$ cat config.mk
export PLATFORM = sky130hd
export DESIGN_NAME = tap_line_buffer
export DESIGN_NICKNAME = d
export VERILOG_FILES = /design/src/rtl/tap_line_buffer.sv
export SDC_FILE = /design/constraint.sdc
export NUM_CORES = 1
export LEC_CHECK = 0
export CAP_MARGIN = 20
export CORE_ASPECT_RATIO = 2
export CORE_UTILIZATION = 57
export DETAILED_ROUTE_END_ITERATION = 16
export DONT_BUFFER_PORTS = 1
export PLACE_DENSITY = 0.86
export SYNTH_ARGS = -nofsm -noshare
export SYNTH_HDL_FRONTEND = slang
export SYNTH_SLANG_ARGS = --single-unit
$ cat constraint.sdc
create_clock -name clk -period 2.4 [get_ports clk]
set_clock_uncertainty 0.05 [all_clocks]
set_input_delay 0.48 -clock clk [delete_from_list [all_inputs] [get_ports clk]]
set_output_delay 0.48 -clock clk [all_outputs]
set_load 0.02 [all_outputs]
$ cat src/rtl/tap_line_buffer.sv
// Tap shift line: shifts samples into a TOTAL_TAPS-deep window, gated by i_valid or by an
// internal strobe divider, with fill tracking, freeze and flush.
module tap_line_buffer #(
  parameter int unsigned TOTAL_TAPS    = 9,
  parameter int unsigned BITS_PER_TAP  = 8,
  parameter int unsigned TOTAL_BITS    = TOTAL_TAPS * BITS_PER_TAP,
  parameter int unsigned COUNTER_WIDTH = 25,
  parameter int unsigned FILL_WIDTH    = 4
) (
  input  logic                     clk,
  input  logic                     reset,
  input  logic [BITS_PER_TAP-1:0]  i_value,
  input  logic                     i_valid,
  input  logic                     i_use_strobe,
  input  logic [COUNTER_WIDTH-1:0] i_divider,
  input  logic                     i_freeze,
  input  logic                     i_flush,
  output logic [TOTAL_BITS-1:0]    o_taps,
  output logic                     o_taps_valid,
  output logic                     o_shift_stb,
  output logic [FILL_WIDTH-1:0]    o_fill_count,
  output logic [1:0]               o_state,
  output logic                     o_LED
);

  typedef enum logic [1:0] {
    StEmpty   = 2'd0,
    StFilling = 2'd1,
    StFull    = 2'd2,
    StInvalid = 2'd3
  } state_e;

  localparam logic [FILL_WIDTH-1:0] TapsMax = FILL_WIDTH'(TOTAL_TAPS);

  logic [COUNTER_WIDTH-1:0] counter_q, counter_d;
  logic [TOTAL_BITS-1:0]    taps_q, taps_d, taps_shifted;
  logic [FILL_WIDTH-1:0]    fill_q, fill_d, fill_inc;
  state_e                   state_q, state_d;
  logic                     valid_q, valid_d;
  logic                     stb_q, stb_d;
  logic                     tick;
  logic                     shift_en;

  // Divider runs independently of freeze/flush; lowering i_divider wraps on the next edge.
  assign tick      = (counter_q >= i_divider);
  assign counter_d = tick ? '0 : counter_q + COUNTER_WIDTH'(1);

  assign shift_en = !i_flush && !i_freeze && (i_use_strobe ? tick : i_valid);

  if (TOTAL_TAPS == 1) begin : gen_single
    assign taps_shifted = i_value;
  end else begin : gen_multi
    assign taps_shifted = {taps_q[TOTAL_BITS-BITS_PER_TAP-1:0], i_value};
  end

  always_comb begin
    taps_d   = taps_q;
    fill_d   = fill_q;
    state_d  = state_q;
    stb_d    = 1'b0;
    fill_inc = (fill_q >= TapsMax) ? TapsMax : fill_q + FILL_WIDTH'(1);
    if (i_flush || state_q == StInvalid) begin
      taps_d  = '0;
      fill_d  = '0;
      state_d = StEmpty;
    end else if (shift_en) begin
      taps_d  = taps_shifted;
      fill_d  = fill_inc;
      state_d = (fill_inc == TapsMax) ? StFull : StFilling;
      stb_d   = 1'b1;
    end
    valid_d = (state_d == StFull);
  end

  always_ff @(posedge clk) begin
    if (reset) begin
      counter_q <= '0;
      taps_q    <= '0;
      fill_q    <= '0;
      state_q   <= StEmpty;
      valid_q   <= 1'b0;
      stb_q     <= 1'b0;
    end else begin
      counter_q <= counter_d;
      taps_q    <= taps_d;
      fill_q    <= fill_d;
      state_q   <= state_d;
      valid_q   <= valid_d;
      stb_q     <= stb_d;
    end
  end

  assign o_taps       = taps_q;
  assign o_taps_valid = valid_q;
  assign o_shift_stb  = stb_q;
  assign o_fill_count = fill_q;
  assign o_state      = state_q;
  assign o_LED        = ~counter_q[COUNTER_WIDTH-1];

endmodule

## Word-level counts from Yosys, hierarchy flattened

Cells that the tools add are included.

- Bits in registers: 105
- Output and inout bits: 81

- Add/sub/neg operators: 2
- Mux-type cells: 6
- Magnitude comparators: 2
- Bitwise operators: 1
- Equality and inequality tests: 3
- Reduce and logical (&&, ||, !) cells: 7

Operators with widths:

| kind | count |
|---|---|
| adder 25 x 1 -> 25 bit, second input constant | 1 |
| >= comparator 25 bit | 1 |
| two-way mux 2 bit | 3 |
| adder 4 x 1 -> 4 bit, second input constant | 1 |
| equality test 2 bit, second input constant | 2 |
| equality test 4 bit, second input constant | 1 |
| >= comparator 4 bit, second input constant | 1 |
| two-way mux 4 bit | 1 |
| OR reduction 2 bit | 2 |
| logical AND 1 bit | 2 |
| logical NOT 1 bit | 2 |
| two-way mux 1 bit | 2 |
| logical OR 1 bit | 1 |
| inverter 1 bit | 1 |

## Longest topological paths before layout

Gate-level depths: netlist of the first run.

- Word-level depth: 7
- Gate-level depth with buffers: 11
- Mapped depth without buffers: 8

## Least setup slack after synthesis of the first run

No wires, ideal clock.

- Path type: in2reg
- From: in i_divider[6]
- To: reg stb_q (netlist: o_shift_stb)
- Library setup time: 115 ps
- Cell stages on the path: 11
- Data required time: 2,235 ps
- Arrival: 2,331 ps
- Path slack: -95 ps
- Path through: inv_1 -> ha_1 -> a21o_1 -> a21o_1 -> a221o_1 -> o211ai_2 -> a21boi_1 -> buf_4 -> buf_6 -> buf_6 -> and2_1

- Cells in the longest elaborated chain, start to end: 4

Ends and longest elaborated chain:

| what | line | RTL |
|---|---|---|
| start: declaration | 15 | `input logic [COUNTER_WIDTH-1:0] i_divider,` |
| >= comparator 25 bit | 45 | `assign tick = (counter_q >= i_divider);` |
| two-way mux 1 bit | 48 | `assign shift_en = !i_flush && !i_freeze && (i_use_strobe ? tick : i_valid);` |
| logical AND 1 bit | 48 |  |
| two-way mux 1 bit | 66 | `end else if (shift_en) begin` |
| end signal: assignment | 89 | `stb_q <= stb_d;` |
| end: declaration | 40 | `logic stb_q, stb_d;` |

No other way between the ends.
A chain may end at the register's enable or synchronous reset.

## Worst setup path in the final report of the first run

- From: reg counter_q[18]
- To: reg taps_q[24] (netlist: o_taps[24])

- Cells in the longest elaborated chain, start to end: 3

Ends and longest elaborated chain:

| what | line | RTL |
|---|---|---|
| start: declaration | 35 | `logic [COUNTER_WIDTH-1:0] counter_q, counter_d;` |
| start signal: assignment | 84 | `counter_q <= counter_d;` |
| >= comparator 25 bit | 45 |  |
| two-way mux 1 bit | 48 |  |
| logical AND 1 bit | 48 |  |
| end signal: assignment | 85 | `taps_q <= taps_d;` |
| end: declaration | 36 | `logic [TOTAL_BITS-1:0] taps_q, taps_d, taps_shifted;` |

No other way between the ends.

==> out/metrics.csv, run 1 <==
metric;value;unit
number of global-route vias before repair;3605;
Final ANT Viol Nets;0;
Tmin final;2.42;ns
min-delay worst type;input pin to register;
Nets;588;
Via-to-Cell Ratio;5.71;
Post-synth ARST share;0;%
Post-Syn Nets;562;
Ports;120;
flop-to-flop setup slack;-0.02;ns
crit-path cells;ha_4, nand4_1, nor4_4, a21oi_2, and3_4, a21boi_4, buf_12, buf_12, mux2i_1;
Core ar.;0.00789;mm²
Leakage;2.16;nW
1st-pass router iterations;5;
total grt overflow;0;
critical path's top delay family;simple AND/OR/NAND/NOR gates;
post-detailed-routing wire length;10700;µm
Max VDD drop;0.000541;V
PortBufs;0;
layout cells sized above 1;13.4;%
final worst setup slack;-0.0224;ns
number of max-cap violations;0;
Top FF cell, synth;dfxtp_1;
Placed Cells incl. Taps;596;
commonest cells after routing, fill and taps aside;nand2_1, dfxtp_1, mux2i_1, nor2_1, inv_1;
TritonCTS clock tree;built;
H-tree levels;3;
Worst Path Max Fanout;15;
Hold-fix buffers, CTS;0;
initial antenna violation count;0;
CTS root buffer;clkbuf_16;
Max clock buf depth;2;
Yosys top cell by area;dfxtp_1;
R2R Path Start;counter_q[18];
top-area cell type share of the netlist area;45.4;%
starting density of the core;58.7;%
TritonCTS Buffers;9;
Die Y;129;µm
max incr delay on CP;0.39;ns
Die W;65.7;µm
R2R cell count;9;
DR WL/cell;17.2;µm
number of flops mapped to enable cells by yosys;0;
synth-to-layout area growth;17.0;%
# DRC;0;
DIE AREA;0.00851;mm²
Worst Path Arrival;2.64;ns
failing checks;negative setup slack;
most area-consuming cells after synthesis;dfxtp_1, mux2i_1, nand2_1;
clock-pin slew of the registers on the worst-case setup and hold paths;0.07;ns
largest net degree at the start of global routing;90;
Worst Tran Pin Value;0.553;ns
relative slew slack;62.8;%
Seq cells post-synth;105;
CP Data Required Time;2.62;ns
most common cell after layout, fill and taps aside;nand2_1;
FP Rows;46;
first-pass GRT wire length;16100;µm
status;complete, but fails checks;
total track usage;25.4;%
pwr/cell area;629;mW/mm²
post-synthesis cell type count;36;
R2R Path End;o_taps[24];
1st-iter DRT viols;173;
Antenna diodes;0;
sequential-to-total area share from yosys stat;45.4;%
Hold Vio Cnt, Final;0;
syn avg cell area;9.38;µm²
crit-path most repeated cell;buf_12;
final setup violating endpoints;9;
Final Non-Filler Cells;620;
Tot Pwr;3.41;mW
Cells after Synth;494;
CP bufs+invs;2;
total number of vias;3540;
Clock Sinks;105;
critical path startpoint;counter_q[18];
Sum Neg Setup Slack;-0.0864;ns
detailed placement HPWL;7890;µm
startpoint types;register;
path length in cells of the critical path;9;
Ys Warns;0;
Placer Congestion;0.807;
Critical Path End Type;register;
Crit Path Category;register to register;
clk_lat worst skew;0.34;ns
final worst-path cycle share;101;%
count of final max-slew check failures;0;
RSZ-0062 raised after global routing;true;
CP Capture Point;o_taps[24];
Peak Freq;413;MHz
CP max-delay cell;nor4_4;
Mapped Area;0.00463;mm²
==> cells by family (layout without fill, tap and decap cells) <==
kind of cell	count (synthesis)	in the layout	share of synthesized area, %
compound gates	34	34	4.89
fa+ha+maj	29	29	7.83
flops	105	105	45.4
xor+xnor	24	24	4.54
buf+inv	53	83	5.19
simple gates	174	174	16.0
mux	75	75	16.2
==> how the worst min path moves through the flow <==
stage	from	endpoint	slack (ns)	cells after the start
2_1_floorplan	counter_q[0]	counter_q[0]	0.39	1
3_3_place_gp	counter_q[18]	counter_q[18]	0.47	2
3_5_place_dp	counter_q[0]	counter_q[0]	0.48	2
4_1_cts	i_value[5]	o_taps[5]	0.21	2
5_1_grt	i_value[0]	o_taps[0]	0.23	2
6_report	i_value[5]	o_taps[5]	0.23	2
==> through the flow <==
stage               utilization [%]  worst slack (ns)  hold slack (ns)  cell area, µm²
floorplan                         -            0.0211            0.387            4650
global placement               62.4           -0.0731            0.471            4920
global route                   68.7            -0.102            0.225            5420
detailed placement             62.4            -0.213            0.479            4920
finish                         68.7           -0.0224            0.227            5420
CTS                            67.9          -0.00623            0.214            5350
==> routing by layer <==
layer	GRT usage [%]	wire length [µm]
met5	0	0
met4	18.4	586
met3	7.04	542
met2	47.1	5850
met1	22.1	3670
==> cells in the mapped netlist, drive strengths merged (3+ instances only) <==
master,n
dfxtp,105
nand2,101
mux2i,75
nor2,37
inv,33
ha,29
xor2,18
a21oi,13
nand3,12
clkbuf,11
buf,9
nand4,9
xnor2,6
o21ai,5
and3,4
a21o,3
nor3,3
==> area by class of cell <==
cell class	count	area, µm²
clock buffer	9	225
timing repair buffer	35	354
inverter	33	124
tap	96	120
fill	564	2460
multi-input combinational	336	2400
sequential	105	2120
clock inverter	6	76.3
==> power by group <==
group	leakage (nW)	switching (mW)	total (mW)	internal, mW
logic	1.16	0.102	0.186	0.0840
registers	0.850	0.0102	1.76	1.74
clock network	0.142	0.650	1.47	0.819
total	2.16	0.762	3.41	2.65
==> sequential cells by signal, summed over array words and instances, names as in the netlist <==
name          cells
o_taps_valid      1
o_state           2
o_taps           72
o_fill_count      4
counter_q        25
o_shift_stb       1
==> what timing repair did <==
action                     in CTS  in global routing
gates resized for setup        13                 10
buffers inserted                4                  4
gates cloned                    1                  1
setup endpoints to repair      33                 75
pin swaps                       5                  8
Power figures use the tool's default switching activity.
==> run 2, diff against run 1 <==
CORE_ASPECT_RATIO = 1.5   (was 2)
==> out/metrics.csv, run 2 (synthesized netlist as in run 1, its figures left out) <==
metric;value;unit;change
Antenna diodes;0;;unchanged
initial antenna violation count;0;;unchanged
synth-to-layout area growth;19.4;%;
Register Area;0.00212;mm²;about the same
Ports;120;;unchanged
startpoint types;register;;
Leakage;2.18;nW;+1.3%
number of max-cap violations;0;;unchanged
pwr/cell area;614;mW/mm²;-2.5%
Worst Path Max Fanout;8;;-7
layout cells sized above 1;13.4;%;+0.051 points
Hold Vio Cnt, Final;0;;unchanged
PortBufs;0;;unchanged
flop-to-flop setup slack;-0.005;ns;+0.02 ns
Clock Sinks;105;;unchanged
final worst-path cycle share;100;%;-0.72 points
H-tree levels;3;;unchanged
most common cell after layout, fill and taps aside;nand2_1;;
Worst Hold Launch;i_value[0];;
footprint of the multi-input gates;0.00240;mm²;-0.21%
RSZ-0062 raised after global routing;true;;
Worst Path Arrival;2.60;ns;-0.04 ns
R2R Path End;o_taps[60];;
Nets;586;;-0.34%
Sum Neg Setup Slack;-0.00523;ns;+0.0812 ns
first-pass GRT wire length;15400;µm;-4.5%
number of global-route vias before repair;3421;;-5.1%
R2R Path Start;counter_q[18];;
1st-pass router iterations;4;;-1
count of final max-slew check failures;0;;unchanged
post-detailed-routing wire length;10500;µm;-1.4%
detailed placement HPWL;7320;µm;-7.3%
Core ar.;0.00776;mm²;-1.6%
Tmin final;2.41;ns;-0.0172 ns
CTS root buffer;clkbuf_16;;
failing checks;negative setup slack;;
total number of vias;3488;;-1.5%
min-delay worst type;input pin to register;;
Final ANT Viol Nets;0;;unchanged
Placer Congestion;0.866;;+7.3%
final setup violating endpoints;1;;-8
relative slew slack;62.0;%;-0.82 points
fillers;550;;-2.5%
max FFs per register;72;;unchanged
status;complete, but fails checks;;
Tot Pwr;3.40;mW;-0.43%
Worst Tran Pin Value;0.565;ns;+0.0123 ns
hold path endpoint;o_taps[0];;
clock-pin slew of the registers on the worst-case setup and hold paths;0.07;ns;about the same
Via-to-Cell Ratio;5.59;;-2.1%
Die Y;112;µm;-13%
largest net degree at the start of global routing;90;;unchanged
Crit Path Category;register to register;;
Max VDD drop;0.000559;V;+3.3%
R2R cell count;9;;unchanged
final worst setup slack;-0.00523;ns;+0.0172 ns
total grt overflow;0;;unchanged
# DRC;0;;unchanged
Critical Path End Type;register;;
TritonCTS Buffers;9;;unchanged
Max clock buf depth;2;;unchanged
total track usage;23.8;%;-1.6 points
CP Data Required Time;2.60;ns;-0.02 ns
TritonCTS clock tree;built;;
clk_lat worst skew;0.33;ns;about the same
Hold-fix buffers, CTS;0;;unchanged
hold path cells;2;;unchanged
DR WL/cell;16.8;µm;-2.1%
starting density of the core;59.7;%;+0.96 points
Peak Freq;416;MHz;+0.71%
DIE AREA;0.00850;mm²;-0.16%
1st-iter DRT viols;158;;-8.7%
commonest cells after routing, fill and taps aside;nand2_1, dfxtp_1, mux2i_1, nor2_1, inv_1;;
FP Rows;39;;-15%
Die W;75.6;µm;+15%
run 2: changes by cell type in the layout (fill, tap and decap cells not counted), sizes merged:
| cell | previous run | this run |
|---|---|---|
| clkbuf | 10 | 16 |
| buf | 34 | 26 |
| clkinvlp | 2 | 1 |
| clkinv | 1 | 2 |
run 2: per-layer routing:
metal | vias up | track usage, % | routed length [µm]
met2 | 127 | 42.5 | 5590
met1 | 1631 | 24.4 | 3970
li1 | 1707 | - | -
met5 | - | 0 | 0
met4 | 0 | 11.9 | 300
met3 | 23 | 6.55 | 647
run 2: final cells by class:
class | count | area share [%]
Clock buffer | 9 | 4.07
Timing Repair Buffer | 33 | 8.53
Tap cell | 102 | 2.31
Clock inverter | 6 | 1.22
Sequential cell | 105 | 38.3
Multi-Input combinational cell | 336 | 43.3
Inverter | 33 | 2.24
run 2: worst max-delay path by stage:
stage                        from         end  slack (ns)  cells after the start
floorplan           i_divider[20]  o_taps[10]        0.02                     11
CTS                 counter_q[20]  o_taps[56]        0.01                      9
global placement     i_divider[8]  o_state[0]       -0.05                     10
global route        counter_q[20]  o_taps[60]       -0.13                      9
detailed placement  i_divider[20]  o_taps[56]       -0.14                     10
finish              counter_q[18]  o_taps[60]      -0.005                      9
run 2: metrics by stage:
step / cell area, µm² / hold slack [ns] / setup slack (ns) / instances / utilization, %
finish: 5530 / 0.233 / -0.00523 / 624 / 71.3
global route: 5530 / 0.229 / -0.129 / 624 / 71.3
CTS: 5190 / 0.220 / 0.0143 / 610 / 66.9
detailed placement: 4900 / 0.420 / -0.137 / 595 / 63.1
global placement: 4900 / 0.407 / -0.0507 / 595 / 63.1
floorplan: 4650 / 0.387 / 0.0211 / 494 / -
run 2: critical path, cell delays in order, from the launching register on:
cell and delay (ns):
dfxtp_4 0.35, ha_4 0.26, nand4_1 0.15, nor4_2 0.35, a21oi_1 0.14, and3_4 0.18, a21boi_4 0.25, buf_12 0.20
buf_12 0.14, mux2i_1 0.24
run 2: timing repair:
item	CTS	global route
resized for setup	0	24
setup buffers	0	7
setup endpoints to repair	0	95
run 2: power breakdown:
part / switching, mW / internal, mW
registers: 0.00977 / 1.75
logic: 0.104 / 0.0968
clock network: 0.630 / 0.810
==> run 3, diff against run 2 <==
PLACE_DENSITY = 0.8   (was 0.86)
==> out/metrics.csv, run 3 (synthesized netlist as in run 1, its figures left out) <==
metric;value;unit;change
Core ar.;0.00776;mm²;unchanged
PortBufs;0;;unchanged
max incr delay on CP;0.37;ns;+0.02 ns
Psw;822;µW;+11%
total track usage;24.0;%;+0.16 points
post-detailed-routing wire length;10400;µm;-0.59%
Hold Vio Cnt, Final;0;;unchanged
Util after Layout;70.2;%;-1.1 points
count of final max-slew check failures;0;;unchanged
Ports;120;;unchanged
Leakage;2.14;nW;-2.0%
Max VDD drop;0.000550;V;-1.6%
Worst Tran Pin Value;0.571;ns;+0.00531 ns
FP Rows;39;;unchanged
Die W;75.6;µm;unchanged
TritonCTS clock tree;built;;
H-tree levels;3;;unchanged
Switching Fraction;23.5;%;+1.6 points
DR WL/cell;17.0;µm;+0.86%
relative slew slack;61.7;%;-0.36 points
layout cells sized above 1;11.3;%;-2.1 points
critical path's top delay family;simple AND/OR/NAND/NOR gates;;
max FFs per register;72;;unchanged
Hold-fix buffers, CTS;0;;unchanged
hold slack;0.218;ns;-0.0149 ns
Final ANT Viol Nets;0;;unchanged
DIE AREA;0.00850;mm²;unchanged
Clock Sinks;105;;unchanged
Max clock buf depth;2;;unchanged
number of global-route vias before repair;3330;;-2.7%
Critical Path End Type;register;;
Comb pwr share;5.4;%;-0.5 points
Via-to-Cell Ratio;5.65;;+1.1%
detailed placement HPWL;7100;µm;-2.9%
number of max-cap violations;0;;unchanged
most common cell after layout, fill and taps aside;nand2_1;;
initial antenna violation count;0;;unchanged
crit-path cells;ha_4, nand4_1, nor4_4, buf_4, o211ai_4, a21boi_4, buf_12, buf_16, mux2i_1;;
Sum Neg Setup Slack;0;ns;+0.00523 ns
Peak Freq;421;MHz;+1.2%
CP max-delay cell;nor4_4;;
final worst setup slack;0.0222;ns;+0.0274 ns
CP bufs+invs;3;;+1
clock-pin slew of the registers on the worst-case setup and hold paths;0.08;ns;about the same
1st-iter DRT viols;133;;-16%
pre-CTS WS;-0.186;ns;-0.0488 ns
min-delay worst type;input pin to register;;
synth-to-layout area growth;17.6;%;
flop-to-flop setup slack;0.02;ns;+0.03 ns
status;completed;;
Clock Power Share;44.5;%;+2.1 points
pwr/cell area;643;mW/mm²;+4.8%
Worst Path Max Fanout;9;;+1
final setup violating endpoints;0;;-1
CTS root buffer;clkbuf_16;;
Nets;576;;-1.7%
Crit Path Category;register to register;;
commonest cells after routing, fill and taps aside;nand2_1, dfxtp_1, mux2i_1, nor2_1, inv_1;;
starting density of the core;59.7;%;unchanged
total number of vias;3475;;-0.37%
fillers;550;;unchanged
Antenna diodes;0;;unchanged
final worst-path cycle share;99.1;%;-1.1 points
CP Data Required Time;2.62;ns;+0.02 ns
total grt overflow;0;;unchanged
Seq pwr share;50.1;%;-1.6 points
Tot Pwr;3.50;mW;+3.2%
largest net degree at the start of global routing;90;;unchanged
# DRC;0;;unchanged
Placer Congestion;0.865;;-0.15%
startpoint types;register;;
Die Y;112;µm;unchanged
1st-pass router iterations;5;;+1
Worst Path Arrival;2.60;ns;about the same
Tmin final;2.38;ns;-0.0274 ns
internal power;2.68;mW;+1.1%
RSZ-0062 raised after global routing;true;;
TritonCTS Buffers;9;;unchanged
clk_lat worst skew;0.35;ns;+0.02 ns
first-pass GRT wire length;15200;µm;-1.1%
==> run 3: worst paths after layout <==
path | start | to | cells after the start
setup / recovery | counter_q[20] | o_taps[55] | 9
hold reg to reg | counter_q[0] | counter_q[0] | 1
setup reg to reg | counter_q[20] | o_taps[55] | 9
hold / removal | i_value[0] | o_taps[0] | 2
==> run 3: cell type report <==
type	instances	area, µm²	area share (%)
multi-input cells	336	2410	44.2
flip-flops and latches	105	2110	38.7
repair buffers	23	353	6.48
clock buffers	9	225	4.13
well taps	102	128	2.34
inverters	33	124	2.27
clock inverters	7	103	1.88
==> run 3: metrics by stage <==
stage | cells | cell area (µm²)
2_1_floorplan | 494 | 4650
3_3_place_gp | 592 | 4840
3_5_place_dp | 592 | 4840
4_1_cts | 610 | 5210
5_1_grt | 615 | 5450
6_report | 615 | 5450
==> run 3: routing by layer <==
| layer | up-vias | global-route usage (%) | routed length [µm] |
|---|---|---|---|
| li1 | 1696 | - | - |
| met1 | 1620 | 24.2 | 3870 |
| met2 | 131 | 41.5 | 5380 |
| met3 | 28 | 9.16 | 872 |
| met4 | 0 | 11.9 | 316 |
| met5 | - | 0 | 0 |
==> run 3: timing repair <==
action,4_1_cts,5_1_grt
buffers inserted,1,1
gates cloned,1,4
endpoints found under the setup margin,43,92
resized for setup,1,24
pin swaps,4,3
==> run 3: power by group through the flow <==
stage	logic, mW	clock network [mW]	registers [mW]
floorplan	0.120	0	1.80
global placement	0.147	0	1.80
detailed placement	0.154	0	1.80
CTS	0.163	1.59	1.76
global route	0.207	1.66	1.76
finish	0.189	1.56	1.76
